## src/rtl/box_plotter.sv

```systemverilog
// Box plotter: streams one pixel per clock of a filled or outline-only box
// to the VGA adapter write port, with a start/busy/done handshake.
module box_plotter #(
   parameter int X_W      = 8,
   parameter int Y_W      = 7,
   parameter int COLOUR_W = 3,
   parameter int SIZE_W   = 4
) (
   input  logic                clk,
   input  logic                reset,
   input  logic                start,
   input  logic [X_W-1:0]      x_in,
   input  logic [Y_W-1:0]      y_in,
   input  logic [SIZE_W-1:0]   w_m1,
   input  logic [SIZE_W-1:0]   h_m1,
   input  logic [COLOUR_W-1:0] colour_in,
   input  logic                outline,
   output logic [X_W-1:0]      x_out,
   output logic [Y_W-1:0]      y_out,
   output logic [COLOUR_W-1:0] colour_out,
   output logic                plot,
   output logic                busy,
   output logic                done
);

   typedef enum logic [1:0] {
      S_IDLE = 2'd0,
      S_DRAW = 2'd1,
      S_DONE = 2'd2
   } state_t;

   state_t state, state_nxt;

   // Box parameters captured at start; the request inputs are free afterwards.
   logic [X_W-1:0]      x0;
   logic [Y_W-1:0]      y0;
   logic [SIZE_W-1:0]   w_l, h_l;
   logic [COLOUR_W-1:0] col_l;
   logic                outl_l;

   // cx/cy index the pixel currently presented on the outputs, so pixel 0
   // is loaded straight from the inputs on the accepting edge.
   logic [SIZE_W-1:0]   cx, cy, cx_nxt, cy_nxt;
   logic [X_W-1:0]      x_nxt;
   logic [Y_W-1:0]      y_nxt;
   logic [COLOUR_W-1:0] colour_nxt;
   logic                plot_nxt;
   logic                accept, last;

   // A request is taken whenever no box is in flight (IDLE or DONE).
   assign accept = start && (state != S_DRAW);
   assign last   = (cx == w_l) && (cy == h_l);
   assign busy   = (state == S_DRAW);
   assign done   = (state == S_DONE);

   // State register.
   always_ff @(posedge clk) begin
      if (reset) state <= S_IDLE;
      else       state <= state_nxt;
   end

   // Next-state logic.
   always_comb begin
      state_nxt = state;
      case (state)
         S_IDLE:  if (start) state_nxt = S_DRAW;
         S_DRAW:  if (last)  state_nxt = S_DONE;
         S_DONE:  state_nxt = start ? S_DRAW : S_IDLE;
         default: state_nxt = S_IDLE;
      endcase
   end

   // Next pixel: load pixel 0 on accept, otherwise raster-advance while drawing.
   always_comb begin
      cx_nxt     = cx;
      cy_nxt     = cy;
      x_nxt      = x_out;
      y_nxt      = y_out;
      colour_nxt = colour_out;
      plot_nxt   = 1'b0;
      if (accept) begin
         cx_nxt     = '0;
         cy_nxt     = '0;
         x_nxt      = x_in;
         y_nxt      = y_in;
         colour_nxt = colour_in;
         plot_nxt   = 1'b1;
      end else if ((state == S_DRAW) && !last) begin
         if (cx == w_l) begin
            cx_nxt = '0;
            cy_nxt = cy + SIZE_W'(1);
         end else begin
            cx_nxt = cx + SIZE_W'(1);
         end
         x_nxt      = x0 + X_W'(cx_nxt);
         y_nxt      = y0 + Y_W'(cy_nxt);
         colour_nxt = col_l;
         plot_nxt   = !outl_l || (cx_nxt == '0) || (cx_nxt == w_l) ||
                      (cy_nxt == '0) || (cy_nxt == h_l);
      end
   end

   // Pixel output and counter registers; held between boxes with plot low.
   always_ff @(posedge clk) begin
      if (reset) begin
         cx         <= '0;
         cy         <= '0;
         x_out      <= '0;
         y_out      <= '0;
         colour_out <= '0;
         plot       <= 1'b0;
      end else begin
         cx         <= cx_nxt;
         cy         <= cy_nxt;
         x_out      <= x_nxt;
         y_out      <= y_nxt;
         colour_out <= colour_nxt;
         plot       <= plot_nxt;
      end
   end

   // Capture the request parameters when a box is accepted.
   always_ff @(posedge clk) begin
      if (accept) begin
         x0     <= x_in;
         y0     <= y_in;
         w_l    <= w_m1;
         h_l    <= h_m1;
         col_l  <= colour_in;
         outl_l <= outline;
      end
   end

endmodule
```

## config.mk

```make
export PLATFORM = sky130hd
export DESIGN_NAME = box_plotter
export DESIGN_NICKNAME = d
export VERILOG_FILES = /design/src/rtl/box_plotter.sv
export SDC_FILE = /design/constraint.sdc
export NUM_CORES = 1
export LEC_CHECK = 0
export BUFFER_PORTS_ARGS = -buffer_cell sky130_fd_sc_hd__buf_2
export CORE_MARGIN = 2
export CORE_UTILIZATION = 55
export DETAILED_ROUTE_END_ITERATION = 12
export PLACE_DENSITY = 0.79
export SETUP_SLACK_MARGIN = 0.5
export SLEW_MARGIN = 40
export SYNTH_ARGS = -nofsm -noshare
export SYNTH_HDL_FRONTEND = slang
export SYNTH_SLANG_ARGS = --single-unit
```

## constraint.sdc

```tcl
create_clock -name clk -period 3.4 [get_ports clk]
set_clock_uncertainty 0.05 [all_clocks]
set_input_delay 0 -clock clk [delete_from_list [all_inputs] [get_ports clk]]
set_output_delay 0 -clock clk [all_outputs]
set_load 0.005 [all_outputs]
```

Word-level counts from Yosys, hierarchy flattened
Cells that the tools add are included.
{"block": "op_classes", "n_mux": 18, "n_reduce_logical": 15, "n_eq_ne": 9, "n_addsub": 4}
{"operator": "two-way mux 4 bit", "count": 6}
{"operator": "equality test 4 bit", "count": 4}
{"operator": "two-way mux 8 bit", "count": 2}
{"operator": "two-way mux 7 bit", "count": 2}
{"operator": "adder 4 x 1 -> 4 bit (second input constant)", "count": 2}
{"operator": "adder 8 x 4 -> 8 bit", "count": 1}
{"operator": "logical NOT 4 bit", "count": 2}
{"operator": "adder 7 x 4 -> 7 bit", "count": 1}
{"operator": "two-way mux 3 bit", "count": 2}
{"operator": "case mux 2 bit (3 select lines)", "count": 1}
{"operator": "logical OR 1 bit", "count": 4}
{"operator": "two-way mux 2 bit", "count": 2}
{"operator": "inequality test 2 x 1 -> 1 bit (second input constant)", "count": 2}
{"operator": "logical AND 1 bit", "count": 3}
{"operator": "two-way mux 1 bit", "count": 3}
{"operator": "equality test 2 x 1 -> 1 bit (second input constant)", "count": 1}
{"operator": "equality test 2 bit (second input constant)", "count": 1}
{"operator": "logical NOT 1 bit", "count": 2}
{"operator": "logical NOT 2 bit", "count": 1}
{"operator": "inequality test 2 bit (second input constant)", "count": 1}
{"operator": "AND reduction 2 bit", "count": 1}
{"operator": "nonzero test 2 bit", "count": 1}
{"operator": "OR reduction 2 bit", "count": 1}
{"block": "word_totals", "register_bits": 56, "output_inout_bits": 21, "inputBits": 30}

Depth between registers and ports, before layout
{"block": "logic_depth", "depth_word": 13, "ltp_mapped": 13}

Least setup slack after synthesis
No wires, ideal clock.
{"block": "synth_path", "path_type": "reg-to-reg", "from": "reg cx[0]", "to": "reg y_out[6]", "path_stages_with_launch": 14, "synth_period_minus_slack_ns": 3.052, "arrival_time_ns": 2.884, "path_buffers": 2, "setup_time_ns": 0.118, "path_slack_ns": 0.348, "t_required_ns": 3.232, "path_cell_list": "dfxtp_1 buf_6 xor2_2 or4_4 buf_6 xnor2_1 ha_1 fa_1 a21o_1 a21oi_1 nor2_1 xnor2_1 a211oi_1 a31o_2"}
{"block": "synth_between", "elab_chain_cells": 7}
{"item": "start, declared", "line_no": "43", "source": "logic [SIZE_W-1:0] cx, cy, cx_nxt, cy_nxt;"}
{"item": "start signal, assigned", "line_no": "113", "source": "cx <= cx_nxt;"}
{"item": "equality test 4 bit *", "line_no": "52, 89"}
{"item": "two-way mux 4 bit", "line_no": "89", "source": "if (cx == w_l) begin"}
{"item": "two-way mux 4 bit", "line_no": "88", "source": "end else if ((state == S_DRAW) && !last) begin"}
{"item": "two-way mux 4 bit", "line_no": "81", "source": "if (accept) begin"}
{"item": "adder 7 x 4 -> 7 bit", "line_no": "96", "source": "y_nxt = y0 + Y_W'(cy_nxt);"}
{"item": "two-way mux 7 bit", "line_no": "88"}
{"item": "two-way mux 7 bit", "line_no": "81"}
{"item": "end signal, assigned", "line_no": "116", "source": "y_out <= y_nxt;"}
{"item": "end, declared", "line_no": "19", "source": "output logic [Y_W-1:0] y_out,"}
Mark *: on every way between the ends. The rest lies on a longest branch, timed or not. The select of a mux whose other input is x is not followed.
A chain may end at the register's enable or synchronous reset.

Final worst setup path
{"block": "layout_path", "from": "reg w_l[0]", "to": "reg y_out[6]"}
{"block": "layout_between", "elab_chain_cells": 7}
{"item": "start, declared", "line_no": "37", "source": "logic [SIZE_W-1:0] w_l, h_l;"}
{"item": "start signal, assigned", "line_no": "127", "source": "w_l <= w_m1;"}
{"item": "equality test 4 bit *", "line_no": "52, 89"}
{"item": "two-way mux 4 bit", "line_no": "89"}
{"item": "two-way mux 4 bit", "line_no": "88"}
{"item": "two-way mux 4 bit", "line_no": "81"}
{"item": "adder 7 x 4 -> 7 bit", "line_no": "96"}
{"item": "two-way mux 7 bit", "line_no": "88"}
{"item": "two-way mux 7 bit", "line_no": "81"}
Marks and branches as above.

==> metrics.md <==
| Metric | Value |
|---|---|
| Leak Pwr | between 1 and 1.5 nW |
| Worst Setup Start Kind | register |
| Reg clk slew, reported paths | 110 ps |
| Met2 usage | 41.0% |
| Slew @ Worst Pin | between 700 and 800 ps |
| R2r setup slk | roughly 410 ps |
| Chip height | 75.8 µm |
| Hold Path Class | input port to register |
| Yosys top cell by area | edfxtp_1 |
| Final setup viols | 0 |
| Iter 0 DRT Violations | 220 |
| Final number of max-transition violations | 0 |
| Area of the die | 0.00575 mm² |
| Pwr/cell area | 413 mW/mm² |
| Crit path kind | register to register |
| Met3 track demand over resource | slightly below 6% |
| # IOs | 51 |
| Diodes inserted | 0 |
| GRT Total Usage | around 25% |
| Core area | between 0.005 and 0.006 mm² |
| Ratio of cells with drive above 1 in the final layout | around 25% |
| DRC | 0 |
| CP Capture Type | register |
| Synth Cell Area | ~0.0028 mm² |
| Max clock buf depth | 2 |
| Synth Instances | about 270 |
| Routed wire length | between 7000 and 8000 µm |
| RSZ-0062 raised after global routing | yes |
| Total Neg Setup Slack | 0 ps |
| CTS tree | yes |
| Syn Nets | 309 |
| Largest net degree at the start of global routing | 29 |
| Synthesis warning total | 0 |
| Post-synth ARST share | 0% |
| CP Data Arrival Time | between 3000 and 4000 ps |
| Area grow syn2layout | 28.7% |
| Most common cell in the netlist | nor2_1 |
| Yosys cell types | slightly below 50 |
| Clock root buffer | clkbuf_8 |
| First-pass DRT Iterations | 4 |
| Initial core utilization | around 56% |
| Post-synth EDFFs | 27 |
| Commonest cells in the netlist | nor2_1, dfxtp_1, edfxtp_1 |
| Top post-synthesis cells by area | edfxtp_1, dfxtp_1, xnor2_1, ha_1, nor2_1 |
| Sequential cell area fraction in the yosys report | 49.0% |
| Total CTS buffers | 5 |
| H-tree depth | 2 |
| #FFs+latches synth | 56 |
| Die Span X | 75.8 µm |
| Avg Synthesized Cell Area | 10.6 µm² |
| ANT nets after route | 0 |
| Worst-path fanout max | 3 |
| Gr busiest metal | met2 |
| Dominant synthesized flop cell | dfxtp_1 |
| Met1 GRT Util | 33.1% |
| Status | finished clean |
| CP cell instances | xor2_2, or4_4, xnor2_2, ha_2, fa_2, a21o_1, a21oi_2, nor2_1, xnor2_1, a211oi_1, a31o_2 |
| Nets | a little under 400 |
| Routability cong. | 0.870 |
| Port Buffers | 50 |
| Placed wire-length estimate | between 4000 and 5000 µm |
| Clk_lat worst skew | 310 ps |
| Period utilization | 88.0% |
| Post-DR vias/cell | 5.64 |
| Yosys top cell area share | roughly 29% |
| Slew margin rel. | 48.6% |
| CP max stage cell | or4_4 |
| Initial antenna violation count | 0 |
| Max_cap viols | 0 |
| Vias in the first global route | 2290 |
| Hold Fails Final Rpt | 0 |
| DR WL/cell | roughly 17 µm |
| FMAX | roughly 330 MHz |
| Vias | about 2400 |
| Fin crit period | ~3000 ps |
| CTS sink cnt | 56 |
| Slowest stage delay, CP | roughly 580 ps |
| Worst endpoint required time | ~3600 ps |
| Total gr overflow | 0 |
| Pre-CTS WS | between 300 and 400 ps |
| Setup WS post-layout | about 410 ps |
| Row count | 26 |
| Global-route wire length before repair | 10600 µm |
| Peak supply drop | 237 µV |
[what timing repair did]
item                                    CTS  global route
pin swaps                                 2             6
hold buffers                             28             0
endpoints found under the hold margin    46             0
buffers inserted                          5             3
gates resized for setup                   1             8
endpoints found under the setup margin    4             7
[worst max-delay path: cells and delay by family (launching register included)]
| kind | cells | cell delay [ps] |
|---|---|---|
| flops | 1 | 460 |
| fa+ha+maj | 2 | 530 |
| compound gates | 4 | 660 |
| xor+xnor | 3 | 520 |
| simple gates | 2 | 660 |
[cells by family after synthesis]
group                    count (synthesis)  synth area share [%]
XOR/XNOR                                29                  9.21
buffers and inverters                   20                  3.44
flip-flops                              56                  49.0
AO/OA/AOI/OAI                           60                  15.6
multiplexers                             8                  2.82
AND/OR/NAND/NOR                         84                  14.9
adder cells (fa/ha/maj)                 11                  5.11
[cells in the final DEF (no fill, tap or decap), types with 3 or more instances in the layout]
| cell type | synthesis | layout |
|---|---|---|
| buf_2 | 3 | 50 |
| ha_1 | 10 | 9 |
| dfxtp_1 | 29 | 28 |
| inv_1 | 8 | 8 |
| buf_4 | 1 | 13 |
| nand3_1 | 6 | 6 |
| a31oi_1 | 4 | 3 |
| a21oi_1 | 13 | 12 |
| nor3_1 | 8 | 8 |
| o211ai_1 | 3 | 3 |
| mux2i_1 | 8 | 8 |
| xor2_1 | 13 | 12 |
| a211oi_1 | 13 | 13 |
| edfxtp_1 | 27 | 27 |
| nand2_1 | 23 | 22 |
| xnor2_1 | 15 | 14 |
| clkbuf_8 | 0 | 5 |
| nor2_1 | 31 | 31 |
| o21ai_0 | 6 | 4 |
| dlygate4sd3_1 | 0 | 28 |
[metrics by stage]
stage | area, µm² | utilization (%) | hold WS (ps) | total power [mW] | instances
floorplan | 2850 | - | 48.9 | 0.947 | 268
global placement | 3160 | 62.6 | 126 | 1.02 | 381
detailed placement | 3170 | 62.8 | 129 | 1.03 | 382
CTS | 3600 | 71.3 | 59.6 | 1.50 | 423
global route | 3650 | 72.5 | 86.3 | 1.56 | 426
finish | 3650 | 72.5 | 61.2 | 1.51 | 426
[report_power, final]
part / total [mW] / switching (mW) / internal [mW] / leakage (nW)
Combinational: 0.271 / 0.145 / 0.126 / 0.928
Sequential: 0.788 / 0.0309 / 0.757 / 0.498
Clock: 0.450 / 0.231 / 0.219 / 0.0541
[worst paths after layout]
| path | cells after the start | start | endpoint |
|---|---|---|---|
| hold / removal | 2 | reset | state[0] |
| setup / recovery | 11 | w_l[0] | y_out[6] |
| setup reg to reg | 11 | w_l[0] | y_out[6] |
| hold reg to reg | 2 | y_out[4] | y_out[4] |
[state kept, by name (all words and copies together) (netlist names), 2 cells and up]
| register | flops |
|---|---|
| colour_out | 3 |
| cy | 4 |
| w_l | 4 |
| h_l | 4 |
| state | 2 |
| x0 | 8 |
| cx | 4 |
| col_l | 3 |
| x_out | 8 |
| y0 | 7 |
| y_out | 7 |
[per-layer routing]
| metal | wire, µm | up-vias |
|---|---|---|
| li1 | - | 1152 |
| met1 | 3100 | 1138 |
| met2 | 3450 | 98 |
| met3 | 475 | 14 |
| met4 | 95 | 0 |
| met5 | 0 | - |
[area by class of cell]
cell class | instances | area [µm²]
clock buffer | 5 | 68.8
inverter | 8 | 30.0
fill | 359 | 1390
multi-input combinational | 192 | 1390
timing repair buffer | 92 | 639
sequential | 56 | 1390
tap | 70 | 87.6
clock inverter | 3 | 42.5
Note: power is estimated with default switching activity, not from simulation.
